File: config.mk
export PLATFORM = sky130hd
export DESIGN_NAME = logic_unit_pipe_flat
export DESIGN_NICKNAME = d
export VERILOG_FILES = /design/src/rtl/logic_unit_pipe_if.sv /design/src/rtl/logic_unit_pipe.sv /design/src/flat_wrapper.sv
export SDC_FILE = /design/constraint.sdc
export NUM_CORES = 1
export LEC_CHECK = 0
export CAP_MARGIN = 20
export CORE_MARGIN = 1
export CORE_UTILIZATION = 40
export DETAILED_ROUTE_END_ITERATION = 7
export PLACE_DENSITY = 0.74
export RECOVER_POWER = 25
export SYNTH_ARGS = -nofsm -noshare
export SYNTH_HDL_FRONTEND = slang
export SYNTH_SLANG_ARGS = --single-unit
File: constraint.sdc
create_clock -name clk -period 6.4 [get_ports clk]
set_input_delay 0.64 -clock clk [delete_from_list [all_inputs] [get_ports clk]]
set_output_delay 0.64 -clock clk [all_outputs]
set_load 0.01 [all_outputs]
File: src/rtl/logic_unit_pipe_if.sv
// Valid/ready bus for the pipelined logic unit: producer side (in_*, operands)
// and consumer side (out_*, result and flags).
interface logic_unit_pipe_if #(parameter int WIDTH = 4);
    logic             in_valid;
    logic             in_ready;
    logic [WIDTH-1:0] a;
    logic [WIDTH-1:0] b;
    logic [3:0]       op;
    logic             acc_clr;
    logic             out_valid;
    logic             out_ready;
    logic [WIDTH-1:0] y;
    logic             zero;
    logic             parity;

    modport master (
        output in_valid, a, b, op, acc_clr, out_ready,
        input  in_ready, out_valid, y, zero, parity
    );

    modport slave (
        input  in_valid, a, b, op, acc_clr, out_ready,
        output in_ready, out_valid, y, zero, parity
    );
endinterface

File: src/rtl/logic_unit_pipe.sv
// Two-stage valid/ready bitwise logic unit with an accumulate mode.
// Zero and parity flags travel with the result.
module logic_unit_pipe #(
    parameter int WIDTH = 4
) (
    input logic            clk,
    input logic            rst_n,
    logic_unit_pipe_if.slave bus
);
    logic             s1_valid;
    logic             s2_valid;
    logic [WIDTH-1:0] s1_res;
    logic [WIDTH-1:0] acc;
    logic [WIDTH-1:0] y_r;
    logic             zero_r;
    logic             parity_r;

    logic             s2_adv;
    logic             s1_adv;
    logic             accept;
    logic [WIDTH-1:0] a_eff;
    logic [WIDTH-1:0] res;

    always_comb begin
        s2_adv = !s2_valid || bus.out_ready;
        s1_adv = !s1_valid || s2_adv;
        accept = bus.in_valid && s1_adv;
    end

    // A clear in the same cycle as an accumulate op makes that op see zero.
    always_comb begin
        a_eff = bus.a;
        if (bus.op[3]) a_eff = bus.acc_clr ? '0 : acc;
        case (bus.op[2:0])
            3'd0:    res = a_eff & bus.b;
            3'd1:    res = a_eff | bus.b;
            3'd2:    res = a_eff ^ bus.b;
            3'd3:    res = ~(a_eff & bus.b);
            3'd4:    res = ~(a_eff | bus.b);
            3'd5:    res = ~(a_eff ^ bus.b);
            3'd6:    res = ~a_eff;
            default: res = a_eff;
        endcase
    end

    always_ff @(posedge clk or negedge rst_n) begin
        if (!rst_n) begin
            s1_valid <= 1'b0;
            s1_res   <= '0;
        end else if (s1_adv) begin
            s1_valid <= accept;
            if (accept) s1_res <= res;
        end
    end

    always_ff @(posedge clk or negedge rst_n) begin
        if (!rst_n) begin
            s2_valid <= 1'b0;
            y_r      <= '0;
            zero_r   <= 1'b0;
            parity_r <= 1'b0;
        end else if (s2_adv) begin
            s2_valid <= s1_valid;
            if (s1_valid) begin
                y_r      <= s1_res;
                zero_r   <= (s1_res == '0);
                parity_r <= ^s1_res;
            end
        end
    end

    // Updated at accept so back-to-back accumulate ops chain without waiting on the output.
    always_ff @(posedge clk or negedge rst_n) begin
        if (!rst_n) begin
            acc <= '0;
        end else if (accept && bus.op[3]) begin
            acc <= res;
        end else if (bus.acc_clr) begin
            acc <= '0;
        end
    end

    assign bus.in_ready  = s1_adv;
    assign bus.out_valid = s2_valid;
    assign bus.y         = y_r;
    assign bus.zero      = zero_r;
    assign bus.parity    = parity_r;
endmodule

File: src/flat_wrapper.sv
// flat-port wrapper written by rule: the top's interface ports become plain ports
module logic_unit_pipe_flat 
#(
    parameter int WIDTH = 4
)
  (clk, rst_n, bus_in_valid, bus_a, bus_b, bus_op, bus_acc_clr, bus_out_ready, bus_in_ready, bus_out_valid, bus_y, bus_zero, bus_parity);
  logic_unit_pipe_if #(.WIDTH(WIDTH)) bus_i ();
  input logic clk;
  input logic rst_n;
  input wire logic [$bits(bus_i.in_valid)-1:0] bus_in_valid;
  input wire logic [$bits(bus_i.a)-1:0] bus_a;
  input wire logic [$bits(bus_i.b)-1:0] bus_b;
  input wire logic [$bits(bus_i.op)-1:0] bus_op;
  input wire logic [$bits(bus_i.acc_clr)-1:0] bus_acc_clr;
  input wire logic [$bits(bus_i.out_ready)-1:0] bus_out_ready;
  output wire logic [$bits(bus_i.in_ready)-1:0] bus_in_ready;
  output wire logic [$bits(bus_i.out_valid)-1:0] bus_out_valid;
  output wire logic [$bits(bus_i.y)-1:0] bus_y;
  output wire logic [$bits(bus_i.zero)-1:0] bus_zero;
  output wire logic [$bits(bus_i.parity)-1:0] bus_parity;
  assign bus_i.in_valid = bus_in_valid;
  assign bus_i.a = bus_a;
  assign bus_i.b = bus_b;
  assign bus_i.op = bus_op;
  assign bus_i.acc_clr = bus_acc_clr;
  assign bus_i.out_ready = bus_out_ready;
  assign bus_in_ready = bus_i.in_ready;
  assign bus_out_valid = bus_i.out_valid;
  assign bus_y = bus_i.y;
  assign bus_zero = bus_i.zero;
  assign bus_parity = bus_i.parity;
  logic_unit_pipe #(.WIDTH(WIDTH)) u_core (.clk(clk), .rst_n(rst_n), .bus(bus_i));
endmodule
==> summary.txt, run 1 <==
Final Hold Fails: 0
Worst-Skew Late Latency: 0.28 ns
Gr usage total: 15.9%
HPWL Detailed: 1870 um
Longest Clk Path Bufs: 2
Crit path DAT: 3.12 ns
DR vias: 1017
Routed Antenna Nets: 0
Diode count: 0
Syn Inst Count: 137
First-pass GRT wire length: 4140 um
Cell taking the most area after synthesis: dfrtp_1
Hold_buf cts: 0
CTS Buf Count: 3
CP Class: in2reg
DRC Markers: 0
Part of the power in registers: 42.1%
Crit end category: flip-flop
Mapped Nets: 160
Post-synth EDFFs: 0
Unrepaired setup endpoints after global routing: false
Largest net degree at the start of global routing: 22
Area grow syn2layout: 23.6%
Clk sinks: 16
Clk pwr share: 21.2%
Critical path origin: bus_op[3]
Core ar.: 2780 um2
Reg clk slew, reported paths: 0.09 ns
Vias in the first global route: 958
Post-synthesis sequential area ratio: 33.9%
Net Sw Frac: 30.6%
Beginning of the worst register-to-register path: u_core.acc[0]$_DFF_PN0_
Post-cts resize count: 0
I/O Buffers: 24
Die height: 56.3 um
Ys async rst share: 100%
Final Cycle Share: 46.3%
# IOs: 25
Grt total ovfl: 0
Share of cells above drive strength 1: 5.70%
Reg-to-Reg End: u_core.acc[0]$_DFF_PN0_
Final Instance Area: 1460 um2
Vias per cell: 5.38
Count of cell types in the netlist: 39
Post-synth top flop: dfrtp_1
Setup crit end: u_core.acc[0]$_DFF_PN0_
Drt pass-1 iters: 4
Reg2reg path depth: 9
Clk_skew: 0.00364 ns
Initial antenna violation count: 0
Fin. max-slew vios: 0
Routed wire length: 2310 um
Mean Syn Cell Area: 8.62 um2
Worst-Margin Slew: 0.680 ns
Synth area leaders: dfrtp_1, ha_1, o21ai_0
CP max FO: 8
CTS tree: done
Post-CTS Setup Inserts: 0
Share of the synthesized area in the top cell type: 33.9%
Min Tclk post-route: 2.96 ns
DRT iter0 DRCs: 17
Slew HR: 54.5%
Placed Area: 1420 um2
Share of power burned in combinational logic: 36.8%
Mapped cell area: 1180 um2
Die X: 56.3 um
PD cells: 210 nW/um2
Post-synthesis register bit count: 16
Full die area: 3170 um2
Max-cap violations: 0
Int Pwr: 0.213 mW
Pleak: 0.650 nW
Setup_tns: 0 ns
Final setup viols: 0
Clk root buf: clkbuf_4
Final-layout fill cell count: 272
Power Total: 0.306 mW
Critical path launch point type: input port
Switching power: 0.0937 mW
VDD IR-drop max: 0.170 mV
Yosys warnings: 0
CTS H-tree depth: 1
Starting density of the core: 42.5%
Routability cong.: 0.850
R2R setup slack: 4.08 ns
Fmax: 338 MHz
Post-DR wirelength/cell: 12.2 um
Worst Hold Class: reg2reg
WP data required: 6.55 ns
NumNets Final: 182
Placement row count: 19
Outcome: complete, no violations
-- per-layer routing --
metal,track usage [%],vias to the layer above,wire [um]
met5,0,-,0
met4,4.18,0,15
met3,1.38,2,62
met2,28.4,20,1160
met1,20.5,467,1060
li1,-,528,-
-- synth_stat cells, drive strengths merged, types with 2 or more instances --
cell type,number
nand3b,2
and2b,3
a311oi,2
o31ai,4
nor3b,2
dfrtp,16
o211ai,2
nor3,4
inv,15
a21oi,6
and3b,2
nand2b,8
nor2,5
mux2i,5
buf,5
ha,6
nor2b,7
clkbuf,2
nand2,11
a211oi,2
o21ai,14
o311ai,3
-- cells in the final DEF (no fill, tap or decap), types with 2 or more instances in the layout --
cell / n
and2b_1: 3
ha_1: 6
o31ai_1: 4
nor3_1: 4
o311ai_1: 3
and3b_1: 2
clkbuf_4: 3
nand3b_1: 2
o211ai_1: 2
o21ai_0: 12
clkdlybuf4s50_1: 22
dfrtp_1: 16
mux2i_1: 4
a21oi_1: 6
inv_1: 15
nand2b_1: 7
a311oi_1: 2
o21ai_1: 2
nor2b_1: 7
nand2_1: 11
a211oi_2: 2
dlygate4sd3_1: 2
nor2_1: 5
-- kinds of logic (layout without fill, tap and decap cells) --
| logic type | Yosys count | in the layout | share of synthesized area (%) |
|---|---|---|---|
| multiplexers | 5 | 5 | 4.55 |
| flip-flops | 16 | 16 | 33.9 |
| XOR/XNOR | 1 | 1 | 0.742 |
| AO/OA/AOI/OAI | 39 | 39 | 22.7 |
| buffers and inverters | 22 | 43 | 7.84 |
| adder cells (fa/ha/maj) | 6 | 6 | 6.36 |
| AND/OR/NAND/NOR | 48 | 48 | 23.9 |
-- state kept, by name, summed over array words and instances, names as in the netlist --
name                  cells
u_core.s1_res             4
u_core.acc                4
u_core.bus.parity         1
u_core.bus.y              4
u_core.bus.out_valid      1
u_core.s1_valid           1
u_core.bus.zero           1
-- how the worst min path moves through the flow --
stage | slack, ns | from | end | depth (start not counted)
after floorplan | 0.34 | rst_n | u_core.acc[0]$_DFF_PN0_ | 0
after global placement | 0.46 | u_core.bus.parity$_DFFE_PN0P_ | u_core.bus.parity$_DFFE_PN0P_ | 2
after detailed placement | 0.47 | u_core.bus.parity$_DFFE_PN0P_ | u_core.bus.parity$_DFFE_PN0P_ | 2
after CTS | 0.49 | u_core.bus.parity$_DFFE_PN0P_ | u_core.bus.parity$_DFFE_PN0P_ | 2
after global routing | 0.52 | u_core.bus.parity$_DFFE_PN0P_ | u_core.bus.parity$_DFFE_PN0P_ | 2
final | 0.48 | u_core.bus.zero$_DFFE_PN0P_ | u_core.bus.zero$_DFFE_PN0P_ | 2
-- critical path, cell delays in order --
cell and delay [ns]:
clkdlybuf4s50_1 0.64, and2b_1 0.23, nor2_1 0.12, inv_1 0.08, ha_1 0.30, or2b_1 0.22, a311oi_1 0.36, a21oi_1 0.09
a211oi_2 0.31, mux2i_1 0.12
-- final cells by class --
| type | count | area [um2] | share of cell area [%] |
|---|---|---|---|
| Timing Repair Buffer | 24 | 240 | 16.5 |
| Multi-Input combinational cell | 99 | 688 | 47.1 |
| Inverter | 15 | 56.3 | 3.86 |
| Clock buffer | 4 | 36.3 | 2.49 |
| Tap cell | 31 | 38.8 | 2.66 |
| Sequential cell | 16 | 400 | 27.4 |
-- power groups by stage --
stage / clock network, mW / logic [mW] / registers [mW]
finish: 0.0649 / 0.113 / 0.129
CTS: 0.0670 / 0.114 / 0.130
floorplan: 0 / 0.0630 / 0.135
detailed placement: 0 / 0.114 / 0.131
global route: 0.0718 / 0.126 / 0.132
global placement: 0 / 0.110 / 0.130
-- through the flow --
step / utilization (%) / hold slack, ns / setup slack, ns / instances
2_1_floorplan: - / 0.344 / 4.06 / 137
3_3_place_gp: 51.2 / 0.461 / 3.25 / 185
3_5_place_dp: 51.2 / 0.473 / 3.15 / 185
4_1_cts: 52.5 / 0.494 / 3.46 / 189
5_1_grt: 52.5 / 0.516 / 3.25 / 189
6_report: 52.5 / 0.484 / 3.44 / 189
Power figures use the tool's default switching activity.
==> run 2: changes to the inputs <==
==> constraint.sdc (replaced) <==
create_clock -name clk -period 2.79 [get_ports clk]
set_input_delay 0.279 -clock clk [delete_from_list [all_inputs] [get_ports clk]]
set_output_delay 0.279 -clock clk [all_outputs]
set_load 0.01 [all_outputs]
==> run 2 against run 1 <==
Effect of this change:
- sequential share of layout area shrank 0.42 points
- register-to-register slack lost 3.6 ns
- via count grew 2.6%
- global-route usage grew 0.072 points
- wire length grew 1.7%
- critical endpoint unchanged
- largest cell class unchanged
- largest power group unchanged
- highest routed layer unchanged
==> summary.txt, run 2 (same netlist as run 1, synthesis figures left out) <==
Critical path launch point type: input port
DRC Markers: 0
Min Tclk post-route: 2.48 ns
Placed Area: 1450 um2
Clk sinks: 16
Critical path's top delay family: compound AO/OA/AOI/OAI gates
Drt pass-1 iters: 4
Final setup viols: 0
# IOs: 25
Clk root buf: clkbuf_4
Setup_tns: 0 ns
WP data required: 2.95 ns
Slew HR: 53.6%
Outcome: complete, no violations
Die X: 56.3 um
Starting density of the core: 42.5%
Largest net degree at the start of global routing: 17
Post-CTS Setup Inserts: 0
Max-cap violations: 0
DR vias: 1043
Vias per cell: 5.43
I/O Buffers: 24
Crit path DAT: 2.65 ns
M1 wire length: 1080 um
Routability cong.: 0.847
DRT iter0 DRCs: 19
CP max stage delay: 0.56 ns
CP Class: in2reg
Diode count: 0
Core ar.: 2780 um2
Worst-Margin Slew: 0.694 ns
Area grow syn2layout: 25.5%
First-pass GRT wire length: 4100 um
Clk_skew: 0.00164 ns
Longest Clk Path Bufs: 2
Full die area: 3170 um2
PD cells: 475 nW/um2
Final-layout fill cell count: 269
Met3 routed WL: 71 um
Vias in the first global route: 966
Final Hold Fails: 0
Routed Antenna Nets: 0
Crit-path cells: clkdlybuf4s50_1 -> and3b_1 -> nor2_1 -> inv_1 -> ha_1 -> or2b_1 -> a311oi_1 -> a21oi_1 -> a211oi_2 -> mux2i_1
Gr usage total: 16.0%
Final Cycle Share: 89.0%
Fin. max-slew vios: 0
CTS Buf Count: 3
Worst Hold Class: in2async
CP max FO: 7
Grt total ovfl: 0
Post-cts resize count: 0
VDD IR-drop max: 0.436 mV
CTS tree: done
Critical path buffers and inverters: 2
CTS H-tree depth: 1
Share of cells above drive strength 1: 7.45%
Initial antenna violation count: 0
Most frequent cells in the layout: clkdlybuf4s50_1, dfrtp_1, inv_1
Final core utilization: 53.3%
Pleak: 0.665 nW
Crit-path slowest cell: clkdlybuf4s50_1
Worst-Skew Late Latency: 0.28 ns
Fmax: 403 MHz
Die height: 56.3 um
Commonest non-fill, non-tap cell in the layout: clkdlybuf4s50_1
Unrepaired setup endpoints after global routing: false
Hold_buf cts: 0
Met2 WL: 1170 um
Final Instance Area: 1480 um2
Crit end category: flip-flop
Routed wire length: 2340 um
HPWL Detailed: 1920 um
Highest routed layer: met4
NumNets Final: 185
Placement row count: 19
Post-DR wirelength/cell: 12.2 um
Reg clk slew, reported paths: 0.09 ns
==> run 2: cell type report <==
| cell class | count | area [um2] | area share [%] |
|---|---|---|---|
| inverter | 15 | 56.3 | 3.80 |
| timing repair buffer | 27 | 263 | 17.7 |
| multi-input combinational | 99 | 688 | 46.4 |
| tap | 31 | 38.8 | 2.62 |
| clock buffer | 4 | 36.3 | 2.45 |
| sequential | 16 | 400 | 27.0 |
==> run 2: final timing paths <==
kind / cells past startpoint / to / from / slack [ns]
max: 10 / u_core.acc[0]$_DFF_PN0_ / bus_acc_clr / 0.31
min: 1 / u_core.bus.y[2]$_DFFE_PN0P_ / rst_n / 0.48
max reg2reg: 9 / u_core.acc[0]$_DFF_PN0_ / u_core.acc[0]$_DFF_PN0_ / 0.52
min reg2reg: 2 / u_core.bus.y[3]$_DFFE_PN0P_ / u_core.bus.y[3]$_DFFE_PN0P_ / 0.49
max in group asynchronous: 1 / u_core.acc[3]$_DFF_PN0_ / rst_n / 1.88
min in group clk: 2 / u_core.bus.y[3]$_DFFE_PN0P_ / u_core.bus.y[3]$_DFFE_PN0P_ / 0.49
==> run 2: stage by stage <==
stage / std cells / power (mW) / hold slack, ns / setup slack, ns
2_1_floorplan: 137 / 0.454 / -0.0166 / 0.744
3_3_place_gp: 188 / 0.554 / 0.462 / 0.0666
3_5_place_dp: 188 / 0.565 / 0.471 / -0.00831
4_1_cts: 192 / 0.713 / 0.430 / 0.293
5_1_grt: 192 / 0.756 / 0.521 / 0.137
6_report: 192 / 0.704 / 0.478 / 0.306
==> run 2: per-layer routing <==
layer / vias to the layer above / global-route usage [%]
met5: - / 0
met4: 0 / 6.27
met3: 3 / 2.07
met2: 23 / 27.0
met1: 484 / 20.6
li1: 533 / -
==> run 2: worst reg2reg max path, cell delays in order, from the launching register on <==
cell      delay [ns]
dfrtp_1         0.39
and3b_1         0.18
nor2_1          0.14
inv_1           0.08
ha_1            0.30
or2b_1          0.23
a311oi_1        0.33
a21oi_1         0.09
a211oi_2        0.30
mux2i_1         0.11
==> run 2: report_power, final <==
group	internal, mW	switching (mW)	leakage (nW)
combinational	0.137	0.125	0.449
clock	0.0794	0.0679	0.0210
sequential	0.275	0.0201	0.195
total	0.491	0.213	0.665
==> run 3: changes to the inputs <==
--- a/config.mk
+++ b/config.mk
@@ -7,9 +7,9 @@
 export LEC_CHECK = 0
 export CAP_MARGIN = 20
 export CORE_MARGIN = 1
-export CORE_UTILIZATION = 40
+export CORE_UTILIZATION = 35
 export DETAILED_ROUTE_END_ITERATION = 7
-export PLACE_DENSITY = 0.74
+export PLACE_DENSITY = 0.67
 export RECOVER_POWER = 25
 export SYNTH_ARGS = -nofsm -noshare
 export SYNTH_HDL_FRONTEND = slang
==> run 3 against run 2 <==
Effect of this change:
- setup slack got worse by 0.078 ns
- design area about the same
- clock power about the same
- via count grew 0.38%
- combinational power barely moved
- hold slack worse by 0.0037 ns
- critical endpoint unchanged
- highest routed layer unchanged
==> summary.txt, run 3 (same netlist as run 1, synthesis figures left out) <==
Diode count: 0
CTS tree: done
Largest net degree at the start of global routing: 17
Reg clk slew, reported paths: 0.09 ns
Full die area: 3610 um2
Die height: 60.1 um
Hold slack final: 0.475 ns
Final Cycle Share: 91.8%
Routability cong.: 0.851
WP data required: 2.96 ns
Final setup viols: 0
Worst-Skew Late Latency: 0.28 ns
CP Class: in2reg
DRT iter0 DRCs: 40
Inst Count DP: 199
Clk root buf: clkbuf_4
Starting density of the core: 37.8%
Initial antenna violation count: 0
Worst Hold Class: in2async
Final Hold Fails: 0
Placed Area: 1450 um2
CTS H-tree depth: 1
Vias in the first global route: 1011
Share of cells above drive strength 1: 6.29%
Pleak: 0.655 nW
Crit end category: flip-flop
NumNets Final: 183
Most frequent cells in the layout: clkdlybuf4s50_1, dfrtp_1, inv_1
HPWL Detailed: 1940 um
Commonest non-fill, non-tap cell in the layout: clkdlybuf4s50_1
I/O Buffers: 24
Routed Antenna Nets: 0
Hold_buf cts: 0
Unrepaired setup endpoints after global routing: false
Core ar.: 3130 um2
Fmax: 390 MHz
Critical path launch point type: input port
Min Tclk post-route: 2.56 ns
Max-cap violations: 0
Post-CTS Setup Inserts: 0
Longest Clk Path Bufs: 2
Final Non-Filler Cells: 203
Final Instance Area: 1480 um2
Dpl ws: -0.0807 ns
CP max FO: 8
Fin. max-slew vios: 0
CTS Buf Count: 3
Clk sinks: 16
PnR worst setup slack: 0.228 ns
Grt total ovfl: 0
Post-DR wirelength/cell: 12.0 um
Die X: 60.1 um
Area grow syn2layout: 25.6%
Worst-Margin Slew: 0.693 ns
Outcome: complete, no violations
VDD IR-drop max: 0.172 mV
Slew HR: 53.6%
Drt pass-1 iters: 4
Gr usage total: 15.6%
# IOs: 25
Vias per cell: 5.16
Crit path DAT: 2.73 ns
DRC Markers: 0
Clk_skew: 0.00285 ns
Post-cts resize count: 0
Routed wire length: 2430 um
Placement row count: 20
PD cells: 475 nW/um2
DR vias: 1047
First-pass GRT wire length: 4320 um
## run 3: cell count changes in the layout (fill, tap and decap cells not counted)
cell and change:
buf_4 -2
## run 3: routing by layer
layer	wire length, um	track usage [%]
met5	0	0
met4	31	6.31
met3	75	1.52
met2	1180	28.1
met1	1150	18.9
## run 3: path summary, 6_finish.rpt
kind                       slack, ns                   startpoint  cells after the start                       endpoint
min in group clk                0.48  u_core.bus.y[0]$_DFFE_PN0P_                      2    u_core.bus.y[0]$_DFFE_PN0P_
max                             0.23                    bus_op[3]                     10        u_core.acc[0]$_DFF_PN0_
min reg2reg                     0.48  u_core.bus.y[0]$_DFFE_PN0P_                      2    u_core.bus.y[0]$_DFFE_PN0P_
max reg2reg                     0.52      u_core.acc[0]$_DFF_PN0_                      9        u_core.acc[0]$_DFF_PN0_
min                             0.47                        rst_n                      1  u_core.bus.parity$_DFFE_PN0P_
max in group asynchronous       1.88                        rst_n                      1   u_core.s1_res[2]$_DFFE_PN0P_
## run 3: area by class of cell
| class | instances | area [um2] |
|---|---|---|
| fillers | 319 | 1640 |
| multi-input cells | 99 | 688 |
| inverters | 15 | 56.3 |
| repair buffers | 25 | 248 |
| clock buffers | 4 | 36.3 |
| flip-flops and latches | 16 | 400 |
| well taps | 44 | 55.1 |
## run 3: metrics by stage
step | utilization (%) | TNS [ns] | power [mW]
2_1_floorplan | - | 0 | 0.454
3_3_place_gp | 46.3 | 0 | 0.552
3_5_place_dp | 46.3 | -0.249 | 0.564
4_1_cts | 47.4 | 0 | 0.714
5_1_grt | 47.4 | 0 | 0.767
6_report | 47.4 | 0 | 0.704
## run 3: where the power goes
part	switching (mW)	total [mW]	internal [mW]	leakage [nW]
Combinational	0.125	0.260	0.135	0.439
Clock	0.0698	0.149	0.0794	0.0210
Sequential	0.0208	0.295	0.275	0.195
## run 3: worst max-delay path, stage by stage
cell and delay (ns):
clkdlybuf4s50_1 0.64, and2b_1 0.24, nor2_1 0.13, inv_1 0.08, ha_1 0.30, or2b_1 0.23
a311oi_1 0.35, a21oi_1 0.10, a211oi_2 0.26, mux2i_1 0.10
